$ cat src/rtl/proc_ctrl_fsm_if.sv
// rtl/proc_ctrl_fsm_if.sv - control bundle between the processor sequencer and its datapath/caller
interface proc_ctrl_fsm_if #(
  parameter int DIN_W = 16
) ();
  logic             run;
  logic [DIN_W-1:0] din;
  logic             gnz;
  logic             irin;
  logic [7:0]       rin;
  logic [7:0]       rout;
  logic             ain;
  logic             gin;
  logic             gout;
  logic             dinout;
  logic             addsub;
  logic             done;
  logic             busy;
  logic [1:0]       tstep;

  modport slave (
    input  run, din, gnz,
    output irin, rin, rout, ain, gin, gout, dinout, addsub, done, busy, tstep
  );

  modport master (
    output run, din, gnz,
    input  irin, rin, rout, ain, gin, gout, dinout, addsub, done, busy, tstep
  );
endinterface

$ cat src/rtl/proc_ctrl_fsm.sv
// rtl/proc_ctrl_fsm.sv - T0..T3 control sequencer for the 8-register basic processor
// Optional mvnz instruction (opcode 100) is compiled in with PROC_CTRL_MVNZ_EN.
module proc_ctrl_fsm #(
  parameter int DIN_W = 16
) (
  input logic              clk,
  input logic              rst_n,
  proc_ctrl_fsm_if.slave   bus
);

  typedef enum logic [1:0] {
    T0 = 2'd0,
    T1 = 2'd1,
    T2 = 2'd2,
    T3 = 2'd3
  } tstep_e;

  localparam logic [2:0] OP_MV  = 3'b000;
  localparam logic [2:0] OP_MVI = 3'b001;
  localparam logic [2:0] OP_ADD = 3'b010;
  localparam logic [2:0] OP_SUB = 3'b011;
`ifdef PROC_CTRL_MVNZ_EN
  localparam logic [2:0] OP_MVNZ = 3'b100;
`endif

  tstep_e           state, state_nxt;
  logic [8:0]       ir;
  logic [DIN_W-1:0] din_w;
  logic [2:0]       opcode, rx, ry;
  logic             unused_bits;

  logic             irin, ain, gin, gout, dinout, addsub, done;
  logic [7:0]       rin, rout;

  // Only DIN[8:0] is an instruction; Gnz is meaningful only with mvnz compiled in.
  assign din_w       = bus.din;
  assign unused_bits = ^{din_w, bus.gnz};

  assign opcode = ir[8:6];
  assign rx     = ir[5:3];
  assign ry     = ir[2:0];

  function automatic logic [7:0] onehot(input logic [2:0] sel);
    onehot = 8'd1 << sel;
  endfunction

  always_ff @(posedge clk or negedge rst_n) begin
    if (!rst_n) begin
      state <= T0;
      ir    <= '0;
    end else begin
      state <= state_nxt;
      if (state == T0 && bus.run) begin
        ir <= din_w[8:0];
      end
    end
  end

  always_comb begin
    state_nxt = state;
    irin      = 1'b0;
    rin       = 8'h00;
    rout      = 8'h00;
    ain       = 1'b0;
    gin       = 1'b0;
    gout      = 1'b0;
    dinout    = 1'b0;
    addsub    = 1'b0;
    done      = 1'b0;
    case (state)
      T0: begin
        irin = bus.run;
        if (bus.run) begin
          state_nxt = T1;
        end
      end
      T1: begin
        state_nxt = T0;
        case (opcode)
          OP_MV: begin
            rout = onehot(ry);
            rin  = onehot(rx);
            done = 1'b1;
          end
          OP_MVI: begin
            dinout = 1'b1;
            rin    = onehot(rx);
            done   = 1'b1;
          end
          OP_ADD, OP_SUB: begin
            rout      = onehot(rx);
            ain       = 1'b1;
            state_nxt = T2;
          end
`ifdef PROC_CTRL_MVNZ_EN
          OP_MVNZ: begin
            done = 1'b1;
            if (bus.gnz) begin
              rout = onehot(ry);
              rin  = onehot(rx);
            end
          end
`endif
          // Illegal opcodes retire as a single-cycle NOP.
          default: done = 1'b1;
        endcase
      end
      T2: begin
        rout      = onehot(ry);
        gin       = 1'b1;
        addsub    = (opcode == OP_SUB);
        state_nxt = T3;
      end
      T3: begin
        gout      = 1'b1;
        rin       = onehot(rx);
        done      = 1'b1;
        state_nxt = T0;
      end
      default: state_nxt = T0;
    endcase
  end

  assign bus.irin   = irin;
  assign bus.rin    = rin;
  assign bus.rout   = rout;
  assign bus.ain    = ain;
  assign bus.gin    = gin;
  assign bus.gout   = gout;
  assign bus.dinout = dinout;
  assign bus.addsub = addsub;
  assign bus.done   = done;
  assign bus.busy   = (state != T0);
  assign bus.tstep  = state;

endmodule

$ cat src/flat_wrapper.sv
// flat-port wrapper written by rule: the top's interface ports become plain ports
module proc_ctrl_fsm_flat 
#(
  parameter int DIN_W = 16
)
  (clk, rst_n, bus_run, bus_din, bus_gnz, bus_irin, bus_rin, bus_rout, bus_ain, bus_gin, bus_gout, bus_dinout, bus_addsub, bus_done, bus_busy, bus_tstep);
  proc_ctrl_fsm_if #(.DIN_W(DIN_W)) bus_i ();
  input logic clk;
  input logic rst_n;
  input wire logic [$bits(bus_i.run)-1:0] bus_run;
  input wire logic [$bits(bus_i.din)-1:0] bus_din;
  input wire logic [$bits(bus_i.gnz)-1:0] bus_gnz;
  output wire logic [$bits(bus_i.irin)-1:0] bus_irin;
  output wire logic [$bits(bus_i.rin)-1:0] bus_rin;
  output wire logic [$bits(bus_i.rout)-1:0] bus_rout;
  output wire logic [$bits(bus_i.ain)-1:0] bus_ain;
  output wire logic [$bits(bus_i.gin)-1:0] bus_gin;
  output wire logic [$bits(bus_i.gout)-1:0] bus_gout;
  output wire logic [$bits(bus_i.dinout)-1:0] bus_dinout;
  output wire logic [$bits(bus_i.addsub)-1:0] bus_addsub;
  output wire logic [$bits(bus_i.done)-1:0] bus_done;
  output wire logic [$bits(bus_i.busy)-1:0] bus_busy;
  output wire logic [$bits(bus_i.tstep)-1:0] bus_tstep;
  assign bus_i.run = bus_run;
  assign bus_i.din = bus_din;
  assign bus_i.gnz = bus_gnz;
  assign bus_irin = bus_i.irin;
  assign bus_rin = bus_i.rin;
  assign bus_rout = bus_i.rout;
  assign bus_ain = bus_i.ain;
  assign bus_gin = bus_i.gin;
  assign bus_gout = bus_i.gout;
  assign bus_dinout = bus_i.dinout;
  assign bus_addsub = bus_i.addsub;
  assign bus_done = bus_i.done;
  assign bus_busy = bus_i.busy;
  assign bus_tstep = bus_i.tstep;
  proc_ctrl_fsm #(.DIN_W(DIN_W)) u_core (.clk(clk), .rst_n(rst_n), .bus(bus_i));
endmodule
$ cat config.mk
export PLATFORM = sky130hd
export DESIGN_NAME = proc_ctrl_fsm_flat
export DESIGN_NICKNAME = d
export VERILOG_FILES = /design/src/rtl/proc_ctrl_fsm_if.sv /design/src/rtl/proc_ctrl_fsm.sv /design/src/flat_wrapper.sv
export SDC_FILE = /design/constraint.sdc
export NUM_CORES = 1
export LEC_CHECK = 0
export CORE_UTILIZATION = 38
export CTS_CLUSTER_DIAMETER = 50
export CTS_CLUSTER_SIZE = 16
export DETAILED_ROUTE_END_ITERATION = 10
export PLACE_DENSITY = 0.82
export SYNTH_ARGS = -nofsm -noshare
export SYNTH_HDL_FRONTEND = slang
export SYNTH_SLANG_ARGS = --single-unit
$ cat constraint.sdc
create_clock -name clk -period 4.4 [get_ports clk]
set_input_delay 1.1 -clock clk [delete_from_list [all_inputs] [get_ports clk]]
set_output_delay 1.1 -clock clk [all_outputs]
set_load 0.05 [all_outputs]
# Word level (Yosys, flattened, before mapping)
# Cells that the tools add are included.
# op_classes
muxes	17
shifts	2
n_eq_ne	7
reduce_logical	6
# op_table
operator	n
$pmux W8 S2	3
$shl A1 B3 Y8 const A	2
$mux W1	9
$mux W8	1
$pmux W2 S4	1
$eq A3 B2 Y1 const B	2
$eq A2 B2 Y1 const B	2
$mux W2	2
$reduce_or A2 Y1	2
$eq A3 B1 Y1 const B	1
$logic_not A3 Y1	1
$eq A2 B1 Y1 const B	1
$logic_not A2 Y1	1
$ne A2 B2 Y1 const B	1
$pmux W1 S2	1
$reduce_bool A2 Y1	1
$logic_and A1 B1 Y1	1
# totals
register_bits	11
word_cells	34
out_inout_bits	26

# Longest topological paths before layout
# logic_depth
depth_word	4
mapped_depth	5
ltp_nobuf	5

# Worst setup path after synthesis
# Ideal clock, no wire load.
# synth_path
path_type	reg-to-output
startpoint	reg with a tool-made name
endpoint	out bus_rout[2]
path_stages_with_launch	4
n_path_buf	0
arrival_time_ns	2.698
path_slack_ns	0.602
path_cell_list	dfrtp_1 > ha_1 > nor2_2 > o32ai_1
# synth_rtl
item	line	source
to (decl)	flat_wrapper.sv:15	output wire logic [$bits(bus_i.rout)-1:0] bus_rout;

# Worst setup path in the final report
# layout_path
startpoint	reg u_core.state[0], in the netlist u_core.bus.tstep[0]
endpoint	out bus_rout[0]
# layout_via
elab_chain_cells	2
word_cells_on_any_way	3
# layout_lines
item	line	source
from (decl)	proc_ctrl_fsm.sv:26	tstep_e state, state_nxt;
from (signal assigned)	proc_ctrl_fsm.sv:52	state <= state_nxt;
$eq A2 B2 Y1 or $eq A2 B1 Y1 (tied branches)	proc_ctrl_fsm.sv:70	case (state)
$pmux W8 S2 *	proc_ctrl_fsm.sv:70	
# Mark *: on every way between the ends. The rest lies on a longest branch, timed or not.

==> metrics.cfg <==
[logic_synthesis]
synth_compound_area_frac = 0.140
synth-simple-area-share = 0.236
synth_warnings = 0
synth-seq-area-share = 0.376
synth_cell_type_count = 25
ys_ff_latch = 11
synth_cells = 72
synth_area_um2 = 732
synth_nets = 96
synthAdderAreaFrac = 0.0684
synth_top_family_by_area = simple AND/OR/NAND/NOR gates
synthXorXnorAreaFrac = 0
postSynthAreaPerCell_um2 = 10.2
synth_mux_area_frac = 0.154

[finish]
area_growth_pct = 59.5
stdcell_area_um2 = 1170
layout_commonest_cell = clkdlybuf4s50_1
antennaDiodeCount = 0
fin_nets = 139
final_util = 0.662
final_cell_mix = clkdlybuf4s50_1 (37), dfrtp_1 (11), nor2_1 (10), mux2_2 (10), inv_1 (5)
drive_gt1_frac = 0.167
finalNonFillerCells = 139

[critical_path]
worstSetupStartpointType = flop
cp_slowest_stage_delay_ns = 0.84
worst_path_max_delay_cell = clkdlybuf4s50_1
reg2reg_to = u_core.ir[2]
worstRegToRegCells = 5
path_cells = inv_1 > ha_1 > or3b_1 > o32ai_2 > clkdlybuf4s50_1
path_max_fanout = 6
reg2reg_from = u_core.bus.tstep[0]
required_ns = 3.30
worstSetupEndpointType = output port
critical_path_class = flop to output port
crit_start = u_core.bus.tstep[0]
cp-endpoint = bus_rout[0]
rrSetupSlack_ns = 2.86
arrival_ns = 2.65

[detailed_routing]
post_drt_via_cell_ratio = 5.19
dr.pass1.iters = 4
drtIter0Drc = 10
drcViolationCount = 0
routed_wl_um = 1900
post_drt_wl_per_cell_um = 13.6
vias = 721
drtAntennaViolNets = 0

[run_status]
outcome = finished clean

[floorplanning]
rows = 15
dieArea_um2 = 2110
initial_core_util = 0.415
ios = 46
core_um2 = 1760
die_y_um = 45.9
die_w_um = 45.9

[placement]
pre_cts_slack_ns = 0.756
place_inst = 135
place_area_um2 = 1140
place_hpwl_um = 1580
finalWeightedCongestion = 0.766
port_buffers = 37

[sta]
setup_viol_count_final = 0
finalWorstPathRequiredPeriod_ns = 3.75
max_freq_ghz = 0.267
worst_clock_skew_ns = 0.00266
relSlewSlack = 0.655
tightestPinTransition_ns = 0.516
hold_violations = 0
period_share = 0.852
maxSlewViolCount = 0
final.setup.tns_ns = 0
hold_ws_ns = 0.592
rsz0062_at_grt = no
fin_ws_ns = 0.653

[cts]
post_cts_buffers = 0
cts-root-buf = clkbuf_4
clock_latency_ns = 0.26
clockBufferDepth = 2
clkTransAtPathRegs_ns = 0.07
ctsHoldBuffers = 0
cts_tree = done
cts_resized = 0
cts_made_buffers = 3
cts_sinks = 11
htree_levels = 1

[hold_path]
hold_class = flop to flop

[pwr]
peakVddDrop_mv = 0.449
total_power_uw = 859
p_leak_nw = 0.455
p_per_area_nw_per_um2 = 736

[grt]
grt.total_usage = 0.201
grt-ovfl-total = 0
grt_max_degree = 12
grt_pass1_vias = 736
antenna_found_initial = 0
grt_pass1_wl_um = 3110

[run]
drv_cap = 0

synthesized netlist by cell type:
| library cell | count | area (um2) |
|---|---|---|
| a21oi_1 | 1 | 5.00 |
| nand2b_1 | 2 | 12.5 |
| nand4b_1 | 1 | 8.76 |
| nand3_1 | 1 | 5.00 |
| inv_1 | 5 | 18.8 |
| nor2_2 | 1 | 6.26 |
| o21ai_0 | 3 | 15.0 |
| dfrtp_1 | 11 | 275 |
| or2_2 | 1 | 6.26 |
| o22ai_1 | 4 | 25.0 |
| o32ai_2 | 1 | 16.3 |
| mux2_2 | 10 | 113 |
| o32ai_1 | 3 | 26.3 |
| nand4_1 | 1 | 6.26 |
| nor2b_2 | 1 | 8.76 |
| ha_1 | 4 | 50.1 |
| nand2_1 | 2 | 7.51 |
| o21bai_1 | 2 | 15.0 |
| nand3b_1 | 2 | 15.0 |
| or3b_1 | 1 | 8.76 |
| nor2_1 | 10 | 37.5 |
| nor4b_4 | 1 | 23.8 |
| nor3b_1 | 1 | 7.51 |
| and3_1 | 1 | 6.26 |
| and2_1 | 2 | 12.5 |
state kept, by name, summed over array words and instances (netlist names), named ones only:
register and cells:
u_core.bus.tstep 1, u_core.ir 9
critical path, delay by kind of cell, from the launching register on:
family                     cells  cell delay [ns]
AOI/OAI and AO/OA              1             0.23
and+or+nand+nor                1             0.42
adders and majority gates      1             0.38
DFF                            1             0.43
buffers and inverters          2             0.93
area by class of cell:
type                       count  area, um2
clock buffer                   4       26.3
sequential                    11        275
timing repair buffer          38        378
fill                         153        597
tap                           25       31.3
inverter                       5       18.8
multi-input combinational     56        438
cell families after synthesis:
family	count (synthesis)
buffers and inverters	5
flip-flops	11
AO/OA/AOI/OAI	14
AND/OR/NAND/NOR	28
multiplexers	10
adder cells (fa/ha/maj)	4
worst min-delay path by stage:
| stage | endpoint | cells past startpoint | slack [ns] | start |
|---|---|---|---|---|
| 2_1_floorplan | u_core.ir[3] | 1 | 0.53 | u_core.ir[3] |
| 3_3_place_gp | u_core.ir[2] | 1 | 0.55 | u_core.ir[2] |
| 3_5_place_dp | u_core.ir[3] | 1 | 0.57 | u_core.ir[3] |
| 4_1_cts | u_core.ir[3] | 1 | 0.59 | u_core.ir[3] |
| 5_1_grt | u_core.ir[3] | 1 | 0.61 | u_core.ir[3] |
| 6_report | u_core.ir[4] | 1 | 0.59 | u_core.ir[4] |
metal layers:
metal / up-vias / part of all wire / track usage
met1: 352 / 0.44 / 0.243
li1: 347 / - / -
met5: - / 0 / 0
met2: 20 / 0.53 / 0.352
met3: 2 / 0.027 / 0.0198
met4: 0 / 0.0021 / 0.0941
power breakdown:
group          switching [mW]  total, mW  internal (mW)
combinational           0.346      0.567          0.221
clock                  0.0306     0.0656         0.0350
sequential             0.0736      0.226          0.152
Power figures use the tool's default switching activity.
